$ cat config.mk
export PLATFORM = sky130hd
export DESIGN_NAME = uart_rx_buffered
export DESIGN_NICKNAME = d
export VERILOG_FILES = /design/src/rtl/uart_rx_buffered.sv
export SDC_FILE = /design/constraint.sdc
export NUM_CORES = 1
export LEC_CHECK = 0
export ABC_AREA = 1
export CAP_MARGIN = 20
export CORE_AREA = 3 3 154 156
export DETAILED_ROUTE_END_ITERATION = 12
export DIE_AREA = 0 0 157 159
export GPL_ROUTABILITY_DRIVEN = 1
export SYNTH_ARGS = -nofsm -noshare
export SYNTH_HDL_FRONTEND = slang
export SYNTH_SLANG_ARGS = --single-unit
$ cat constraint.sdc
create_clock -name clk -period 2.6 [get_ports clk]
set_input_delay 0.78 -clock clk [delete_from_list [all_inputs] [get_ports clk]]
set_output_delay 0.78 -clock clk [all_outputs]
set_load 0.03 [all_outputs]
$ cat src/rtl/uart_rx_buffered.sv
// uart_rx_buffered
// Oversampled asynchronous serial receiver feeding a first-word-fall-through FIFO.
// A frame is one start bit, DATA_WIDTH data bits (LSB first), an optional
// parity bit and STOP_BITS stop bits. Each bit is the 3-sample majority around
// mid-bit. Frames with parity or stop-bit errors are reported and never stored.
//
// Ports:
//   clk        system clock
//   rst        asynchronous active-high reset
//   rx         serial line, idle high, asynchronous to clk
//   data       FIFO head word (0 while the FIFO is empty)
//   valid      FIFO non-empty
//   ready      consumer pops the head when valid && ready
//   count      FIFO occupancy, 0..FIFO_DEPTH
//   busy       receiver is inside a frame (or waiting out a break)
//   parity_err one-cycle pulse, bad parity on a finished frame
//   frame_err  one-cycle pulse, a stop bit sampled low
//   overrun    one-cycle pulse, good frame dropped because the FIFO was full
//   timeout    idle-with-data indication
//
// Optional feature macro: UART_RX_TIMEOUT_EN. When it is undefined no idle
// counter is built and timeout is tied low.
`timescale 1ns/1ps

module uart_rx_buffered #(
    parameter int CLOCK_RATE    = 100_000_000,
    parameter int BAUD_RATE     = 9600,
    parameter int OVERSAMPLE    = 16,
    parameter int DATA_WIDTH    = 8,
    parameter int PARITY        = 0,
    parameter int STOP_BITS     = 1,
    parameter int FIFO_DEPTH    = 16,
    parameter int TIMEOUT_CHARS = 4
) (
    input  logic                          clk,
    input  logic                          rst,
    input  logic                          rx,
    output logic [DATA_WIDTH-1:0]         data,
    output logic                          valid,
    input  logic                          ready,
    output logic [$clog2(FIFO_DEPTH):0]   count,
    output logic                          busy,
    output logic                          parity_err,
    output logic                          frame_err,
    output logic                          overrun,
    output logic                          timeout
);

    localparam int SAMPLE_RATE = BAUD_RATE * OVERSAMPLE;
    localparam int DIV_ROUND   = (CLOCK_RATE + SAMPLE_RATE / 2) / SAMPLE_RATE;
    localparam int DIV         = (DIV_ROUND < 1) ? 1 : DIV_ROUND;
    localparam int DIVW        = (DIV > 1) ? $clog2(DIV) : 1;
    localparam int TW          = $clog2(OVERSAMPLE);
    localparam int BW          = $clog2(DATA_WIDTH);
    localparam int AW          = $clog2(FIFO_DEPTH);
    localparam int CW          = AW + 1;

    if (CLOCK_RATE < SAMPLE_RATE) begin : gRateCheck
        $error("uart_rx_buffered: CLOCK_RATE is below BAUD_RATE*OVERSAMPLE");
    end

    typedef enum logic [2:0] {
        ST_IDLE, ST_START, ST_DATA, ST_PAR, ST_STOP, ST_BREAK
    } state_t;

    state_t                 state_q, state_d;
    logic                   rxMeta_q, rxSync_q, rxPrev_q;
    logic [DIVW-1:0]        divCnt_q;
    logic [TW-1:0]          tickCnt_q;
    logic [BW-1:0]          bitCnt_q;
    logic                   stopCnt_q;
    logic                   smp0_q, smp1_q;
    logic [DATA_WIDTH-1:0]  shift_q;
    logic                   parBit_q, stopLow_q, stopHigh_q;
    logic                   parityErr_q, frameErr_q, overrun_q;
    logic [DATA_WIDTH-1:0]  mem_q [FIFO_DEPTH];
    logic [AW-1:0]          wrPtr_q, rdPtr_q;
    logic [CW-1:0]          count_q;

    logic fall, startEdge, tick, midTick, bitEnd, majority, lastStop, commit;
    logic expectedPar, parBad, frmBad, isBreak, good, pop, full, wrEn;

    // Tick strobes and per-bit sample points; the third sample is the live
    // synchronised value so the majority is ready on the last sample tick.
    always_comb begin
        fall        = rxPrev_q & ~rxSync_q;
        startEdge   = (state_q == ST_IDLE) && fall;
        tick        = (divCnt_q == DIVW'(DIV - 1));
        midTick     = tick && (tickCnt_q == TW'(OVERSAMPLE / 2 + 1));
        bitEnd      = tick && (tickCnt_q == TW'(OVERSAMPLE - 1));
        majority    = (smp0_q & smp1_q) | (smp0_q & rxSync_q) | (smp1_q & rxSync_q);
        lastStop    = (stopCnt_q == 1'(STOP_BITS - 1));
        commit      = (state_q == ST_STOP) && midTick && lastStop;
        expectedPar = (PARITY == 1) ? ~^shift_q : ^shift_q;
        parBad      = (PARITY != 0) && (parBit_q != expectedPar);
        frmBad      = stopLow_q | ~majority;
        isBreak     = (shift_q == '0) && !stopHigh_q && !majority;
        good        = !parBad && !frmBad;
        valid       = (count_q != '0);
        pop         = valid && ready;
        full        = (count_q == CW'(FIFO_DEPTH));
        wrEn        = commit && good && (!full || pop);
    end

    // FSM state register.
    always_ff @(posedge clk or posedge rst) begin
        if (rst) state_q <= ST_IDLE;
        else     state_q <= state_d;
    end

    // FSM next state. A glitch is rejected at the start-bit majority, and the
    // last stop bit releases the FSM at mid-bit so back-to-back frames work.
    always_comb begin
        state_d = state_q;
        case (state_q)
            ST_IDLE:  if (fall) state_d = ST_START;
            ST_START: begin
                if (midTick && majority) state_d = ST_IDLE;
                else if (bitEnd)         state_d = ST_DATA;
            end
            ST_DATA:  if (bitEnd && (bitCnt_q == BW'(DATA_WIDTH - 1)))
                          state_d = (PARITY != 0) ? ST_PAR : ST_STOP;
            ST_PAR:   if (bitEnd) state_d = ST_STOP;
            ST_STOP:  if (midTick && lastStop) state_d = isBreak ? ST_BREAK : ST_IDLE;
            ST_BREAK: if (rxSync_q) state_d = ST_IDLE;
            default:  state_d = ST_IDLE;
        endcase
    end

    // FSM outputs.
    always_comb begin
        busy = (state_q != ST_IDLE);
    end

    // Synchroniser, divider restarted on the start edge, bit sampling and
    // error pulses.
    always_ff @(posedge clk or posedge rst) begin
        if (rst) begin
            rxMeta_q    <= 1'b1;
            rxSync_q    <= 1'b1;
            rxPrev_q    <= 1'b1;
            divCnt_q    <= '0;
            tickCnt_q   <= '0;
            bitCnt_q    <= '0;
            stopCnt_q   <= 1'b0;
            smp0_q      <= 1'b1;
            smp1_q      <= 1'b1;
            shift_q     <= '0;
            parBit_q    <= 1'b0;
            stopLow_q   <= 1'b0;
            stopHigh_q  <= 1'b0;
            parityErr_q <= 1'b0;
            frameErr_q  <= 1'b0;
            overrun_q   <= 1'b0;
        end else begin
            rxMeta_q <= rx;
            rxSync_q <= rxMeta_q;
            rxPrev_q <= rxSync_q;
            if (startEdge || tick) divCnt_q <= '0;
            else                   divCnt_q <= divCnt_q + DIVW'(1);
            if (startEdge)
                tickCnt_q <= '0;
            else if (tick)
                tickCnt_q <= (tickCnt_q == TW'(OVERSAMPLE - 1)) ? '0 : tickCnt_q + TW'(1);
            if (tick && (tickCnt_q == TW'(OVERSAMPLE / 2 - 1))) smp0_q <= rxSync_q;
            if (tick && (tickCnt_q == TW'(OVERSAMPLE / 2)))     smp1_q <= rxSync_q;
            if (startEdge) begin
                bitCnt_q   <= '0;
                stopCnt_q  <= 1'b0;
                stopLow_q  <= 1'b0;
                stopHigh_q <= 1'b0;
            end else begin
                if ((state_q == ST_DATA) && bitEnd) bitCnt_q <= bitCnt_q + BW'(1);
                if ((state_q == ST_STOP) && bitEnd) stopCnt_q <= 1'b1;
                if ((state_q == ST_STOP) && midTick) begin
                    stopLow_q  <= stopLow_q | ~majority;
                    stopHigh_q <= stopHigh_q | majority;
                end
            end
            if ((state_q == ST_DATA) && midTick) shift_q <= {majority, shift_q[DATA_WIDTH-1:1]};
            if ((state_q == ST_PAR) && midTick)  parBit_q <= majority;
            parityErr_q <= commit && parBad;
            frameErr_q  <= commit && frmBad;
            overrun_q   <= commit && good && full && !pop;
        end
    end

    // FIFO pointers and occupancy; a full FIFO still accepts a write when the
    // head is popped in the same cycle.
    always_ff @(posedge clk or posedge rst) begin
        if (rst) begin
            wrPtr_q <= '0;
            rdPtr_q <= '0;
            count_q <= '0;
        end else begin
            if (wrEn) wrPtr_q <= wrPtr_q + AW'(1);
            if (pop)  rdPtr_q <= rdPtr_q + AW'(1);
            count_q <= count_q + CW'(wrEn) - CW'(pop);
        end
    end

    // FIFO storage needs no reset; data is masked while the FIFO is empty.
    always_ff @(posedge clk) begin
        if (wrEn) mem_q[wrPtr_q] <= shift_q;
    end

    assign data       = valid ? mem_q[rdPtr_q] : '0;
    assign count      = count_q;
    assign parity_err = parityErr_q;
    assign frame_err  = frameErr_q;
    assign overrun    = overrun_q;

`ifdef UART_RX_TIMEOUT_EN
    localparam int FRAME_BITS     = 1 + DATA_WIDTH + ((PARITY != 0) ? 1 : 0) + STOP_BITS;
    localparam int TIMEOUT_CYCLES = TIMEOUT_CHARS * FRAME_BITS * OVERSAMPLE * DIV;
    localparam int IW             = $clog2(TIMEOUT_CYCLES + 1);

    logic [IW-1:0] idleCnt_q;
    logic          timeout_q;

    // Idle counter runs only while IDLE with unread data; it sticks at the
    // limit and clears on a start edge or a pop.
    always_ff @(posedge clk or posedge rst) begin
        if (rst) begin
            idleCnt_q <= '0;
            timeout_q <= 1'b0;
        end else if (startEdge || pop) begin
            idleCnt_q <= '0;
            timeout_q <= 1'b0;
        end else if ((state_q == ST_IDLE) && valid && !timeout_q) begin
            idleCnt_q <= idleCnt_q + IW'(1);
            if (idleCnt_q == IW'(TIMEOUT_CYCLES - 1)) timeout_q <= 1'b1;
        end
    end

    assign timeout = timeout_q;
`else
    assign timeout = 1'b0;
`endif

endmodule

Word-level counts from Yosys, hierarchy flattened. Memory sizes are Yosys's and may differ from the RTL's. Cells that the tools add are included.

Add/subtract/negate cells: 7. Equal/unequal tests: 18. Muxes and demuxes: 24. Bitwise operators: 11. Reduce and logical (&&, ||, !) cells: 37.

Operator list (count): $mux W3 (10); $logic_and A1 B1 Y1 (21); $pmux W3 S6 (1); $add A4 B1 Y4 const B (3); $eq A4 B4 Y1 const B (3); $mux W4 (3); $add A10 B1 Y10 const B (1); $eq A10 B10 Y1 const B (1); $mux W10 (1); $eq A3 B3 Y1 const B (3); $logic_not A8 Y1 (1); $mux W1 (8); $mux W8 (1); $ne A2 B2 Y1 const B (4); $reduce_bool A2 Y1 (4); $eq A3 B2 Y1 const B (2); $reduce_and A6 Y1 (1); $add A5 B1 Y5 (1); $eq A5 B5 Y1 const B (1); $logic_not A1 Y1 (5); $reduce_bool A5 Y1 (1); $sub A5 B1 Y5 (1); $and A1 B1 Y1 (4); $eq A4 B3 Y1 const B (1); 9 further kinds (15).

Bits in registers: 51. Memory bits (writable): 128. Input port bits: 4. Memories kept: 1.

Memory list: mem_q (words 16, width 8, rd ports 1, clocked after memory_dff 0, write ports 1, line 76) `logic [DATA_WIDTH-1:0] mem_q [FIFO_DEPTH];`.

Logic depth before layout (Yosys ltp).
Word-level depth: 10. Gate-level depth with buffers: 17.

Least setup slack after synthesis. OpenSTA, ideal clock, no wires.

Path kind: register to register. From: register count_q[3], in the netlist count[3]. To: register count_q[4], in the netlist count[4]. Setup time: 0.079 ns. Data arrival time: 2.871 ns. Path slack: -0.350 ns. Stages on the path, launching flop included: 18. Buffers on the path: 1. Clock period less this slack: 2.950 ns. Cells stage by stage: dfrtp_1 > inv_1 > ha_1 > nand2_1 > nor2_2 > inv_1 > or2_4 > nand2_4 > nand3_1 > nand3_4 > buf_6 > ha_1 > inv_1 > ha_1 > inv_1 > fa_1 > o21ai_0 > xor2_1.

Cells in the longest elaborated chain, start to end: 6. Elaborated cells on any way between the ends: 8.

Ends and longest elaborated chain: start, declared (line 78) `logic [CW-1:0] count_q;`; start signal, assigned (line 198) `count_q <= count_q + CW'(wrEn) - CW'(pop);`; $reduce_bool A5 Y1 (*) (line 99) `valid = (count_q != '0);`; net valid (line 39) `output logic valid,`; $logic_and A1 B1 Y1 (*) (line 100) `pop = valid && ready;`; $logic_or A1 B1 Y1 (line 102) `wrEn = commit && good && (!full || pop);`; $logic_and A1 B1 Y1 (line 102); $add A5 B1 Y5 (line 198); $sub A5 B1 Y5 (*) (line 198).

Mark *: on every way through the listed nets, which the timed path passes. The rest lies on a longest branch. A chain may end at the register's enable or synchronous reset.

Worst setup path after layout.
From: register rdPtr_q[1]. To: output port data[3].

Cells in the longest elaborated chain, start to end: 2.

Ends and longest elaborated chain: start, declared (line 77) `logic [AW-1:0] wrPtr_q, rdPtr_q;`; start signal, assigned (line 197) `if (pop) rdPtr_q <= rdPtr_q + AW'(1);`; $mem_v2 Z16 W8; $mux W8 (line 207) `assign data = valid ? mem_q[rdPtr_q] : '0;`; end, declared (line 38) `output logic [DATA_WIDTH-1:0] data,`.

No other way between the ends.

==> results.json <==
{
  "setup_tns_ns": -1.74,
  "synth_cell_types": 43,
  "globalplace.congestion": 0.757,
  "die_h_um": 159,
  "first_pass_iters": 5,
  "violations": "setup timing",
  "finClkSkew_ns": 0.0140,
  "num_vias": 5250,
  "final_hold_viol_count": 0,
  "wire_per_inst_um": 17.7,
  "fin_total_pwr_mw": 10.6,
  "n_antenna_cell": 0,
  "place_area_mm2": 0.00867,
  "cts_hold_buffers": 0,
  "outcome": "finished with violations",
  "start_kind": "flip-flop",
  "grt_pass1_wl_um": 28100,
  "hold_path.class": "flip-flop to flip-flop",
  "port_buffers": 20,
  "cts_buffers": 17,
  "ir_drop_mv": 0.535,
  "postSynthCellCount": 679,
  "initial_core_util_pct": 34.9,
  "crit_arrival_ns": 2.08,
  "clk_pin_slew_ns": 0.07,
  "grt_pass1_vias": 5014,
  "nets": 772,
  "synth_area_mm2": 0.00786,
  "antenna_found_initial": 0,
  "worstPathRequired_ns": 1.82,
  "grt_max_degree": 59,
  "final_area_mm2": 0.00984,
  "grt_overflow_total": 0,
  "cts_tree": "built",
  "dieArea_mm2": 0.0250,
  "slowest_delay_ns": 0.48,
  "first_iter_violations": 418,
  "setup_viol": 8,
  "maxCapViolations": 0,
  "cts.path.max_buffers": 2,
  "fin_util_pct": 43.7,
  "fp-row-count": 55,
  "ys_warn_count": 0,
  "drt_wl_total_um": 18500,
  "post-route-drc-count": 0,
  "critPathSlowestCell": "dfrtp_2",
  "grtUsageTotal_pct": 14.5,
  "fmax_mhz": 350,
  "dp_hpwl_um": 11000,
  "path_buf_inv": 2,
  "crit_type": "flip-flop to primary output",
  "rsz0062_at_grt": "yes",
  "avgViaCountPerCell": 5.01,
  "final.setup.worst_slack_ns": -0.255,
  "final_antenna_net_count": 0,
  "fin_crit_ns": 2.86,
  "clock_latency_ns": 0.44,
  "syn_to_final_growth_pct": 25.2,
  "p_leak_nw": 3.98,
  "crit_fanout": 29,
  "synth.avg_cell_area_um2": 11.6,
  "slew_headroom_pct": 47.2,
  "tightest_slew_ns": 0.791,
  "powerDensity_mw_per_mm2": 1080,
  "cts_sinks": 179,
  "ys_seq_area_share_pct": 65.2,
  "period_share_pct": 110,
  "ioPinCount": 23,
  "final_layout_size_suffix_gt1_share_pct": 23.1,
  "slew_viol_final": 0,
  "h-tree-depth": 4,
  "end_kind": "primary output",
  "core_area_mm2": 0.0225,
  "chipWidth_um": 157,
  "ys_ff_latch": 179,
  "cp_top_family": "compound AO/OA/AOI/OAI gates",
  "root_buffer": "clkbuf_16",
  "crit_chain": "clkbuf_16 -> o21bai_1 -> o221ai_2 -> nand3_1 -> a21oi_2 -> buf_6"
}
## state kept, by name (all words and copies together) (netlist names)
| name | flops |
|---|---|
| bitCnt_q | 3 |
| count | 5 |
| divCnt_q | 10 |
| frame_err | 1 |
| mem_q | 128 |
| overrun | 1 |
| rdPtr_q | 4 |
| rxMeta_q | 1 |
| rxPrev_q | 1 |
| rxSync_q | 1 |
| shift_q | 8 |
| smp0_q | 1 |
| smp1_q | 1 |
| state_q | 3 |
| stopCnt_q | 1 |
| stopHigh_q | 1 |
| stopLow_q | 1 |
| tickCnt_q | 4 |
| wrPtr_q | 4 |
## metal layers
| layer | vias up | share of wire, % | global-route usage (%) |
|---|---|---|---|
| met5 | - | 0 | 0 |
| met4 | 0 | 1.3 | 3.70 |
| met3 | 17 | 5.5 | 3.40 |
| met2 | 115 | 47 | 22.5 |
| met1 | 2559 | 46 | 20.6 |
| li1 | 2559 | - | - |
## path summary, 6_finish.rpt
| path | from | depth (start not counted) | to | slack (ns) |
|---|---|---|---|---|
| max | rdPtr_q[1]$_DFFE_PP0N_ | 6 | data[3] | -0.26 |
| min | rxMeta_q$_DFF_PP1_ | 0 | rxSync_q$_DFF_PP1_ | 0.36 |
| max reg2reg | count[2]$_DFF_PP0_ | 16 | count[4]$_DFF_PP0_ | 0.09 |
| min reg2reg | rxMeta_q$_DFF_PP1_ | 0 | rxSync_q$_DFF_PP1_ | 0.36 |
| max in group asynchronous | rst | 3 | rxPrev_q$_DFF_PP1_ | 1.62 |
| min in group asynchronous | rst | 3 | divCnt_q[2]$_DFF_PP0_ | 0.70 |
## cell families (layout without fill, tap and decap cells)
group,Yosys count,count (layout),share of synthesized area [%]
mux,1,1,0.143
simple gates,237,237,13.7
compound gates,140,140,11.7
xor+xnor,10,10,1.11
flops,179,179,65.2
buf+inv,92,174,4.97
other cells,1,2,0.0477
fa+ha+maj,19,19,3.12
## area by class of cell
class | instances | area [um2]
repair buffers | 81 | 911
fillers | 2063 | 12700
clock inverters | 14 | 188
inverters | 61 | 240
multi-input cells | 409 | 2590
well taps | 285 | 357
flip-flops and latches | 179 | 5130
clock buffers | 18 | 429
## synth_stat cells, drive strengths merged
| library cell | number | area [um2] |
|---|---|---|
| conb | 1 | 3.75 |
| dfrtp | 46 | 1150 |
| nand3b | 1 | 7.51 |
| o21a | 1 | 7.51 |
| o22ai | 2 | 12.5 |
| mux2 | 1 | 11.3 |
| a211oi | 1 | 7.51 |
| nor2 | 103 | 429 |
| inv | 59 | 221 |
| nand3 | 34 | 183 |
| o21ai | 51 | 255 |
| dfstp | 5 | 131 |
| or2 | 1 | 8.76 |
| edfxtp | 128 | 3840 |
| clkbuf | 15 | 56.3 |
| fa | 1 | 20.0 |
| xor2 | 7 | 61.3 |
| o21bai | 32 | 240 |
| nand2 | 64 | 248 |
| nor3 | 24 | 130 |
| buf | 16 | 105 |
| nor3b | 1 | 7.51 |
| a31oi | 1 | 6.26 |
| xnor2 | 3 | 26.3 |
| a21oi | 18 | 93.8 |
| nand4 | 8 | 56.3 |
| a22o | 2 | 17.5 |
| o221ai | 32 | 280 |
| and3 | 1 | 6.26 |
| clkinv | 2 | 7.51 |
| ha | 18 | 225 |
## cells in the final DEF, fill, tap and decap left out, drive strengths merged, types with 6 or more instances in the layout
master,n
o21ai,51
o21bai,32
clkinv,6
xor2,7
dfrtp,46
a21oi,18
o221ai,32
nand4,8
nand3,34
clkbuf,22
buf,65
inv,64
nor2,103
clkdlybuf4s50,10
edfxtp,128
nor3,24
ha,18
nand2,64
## power by group
part           leakage [nW]  total [mW]  internal [mW]  switching (mW)
Sequential             2.15        3.38           3.19           0.197
Clock                 0.295        2.70           1.47            1.23
Combinational          1.53        4.56           2.01            2.55
## per-stage QoR
step                      setup slack [ns]  hold WS (ns)  cells
after global routing                -0.339         0.368   1047
after global placement              -0.149         0.347    995
final                               -0.255         0.358   1047
after detailed placement            -0.191         0.350    995
after CTS                           -0.259         0.361   1030
after floorplan                     -0.161         0.345    680
## timing repair
action	in CTS	in global routing
pin swaps	15	17
gates cloned	3	5
endpoints found under the setup margin	9	11
setup buffers	0	12
resized for setup	25	30
(Power assumes the default switching activity.)
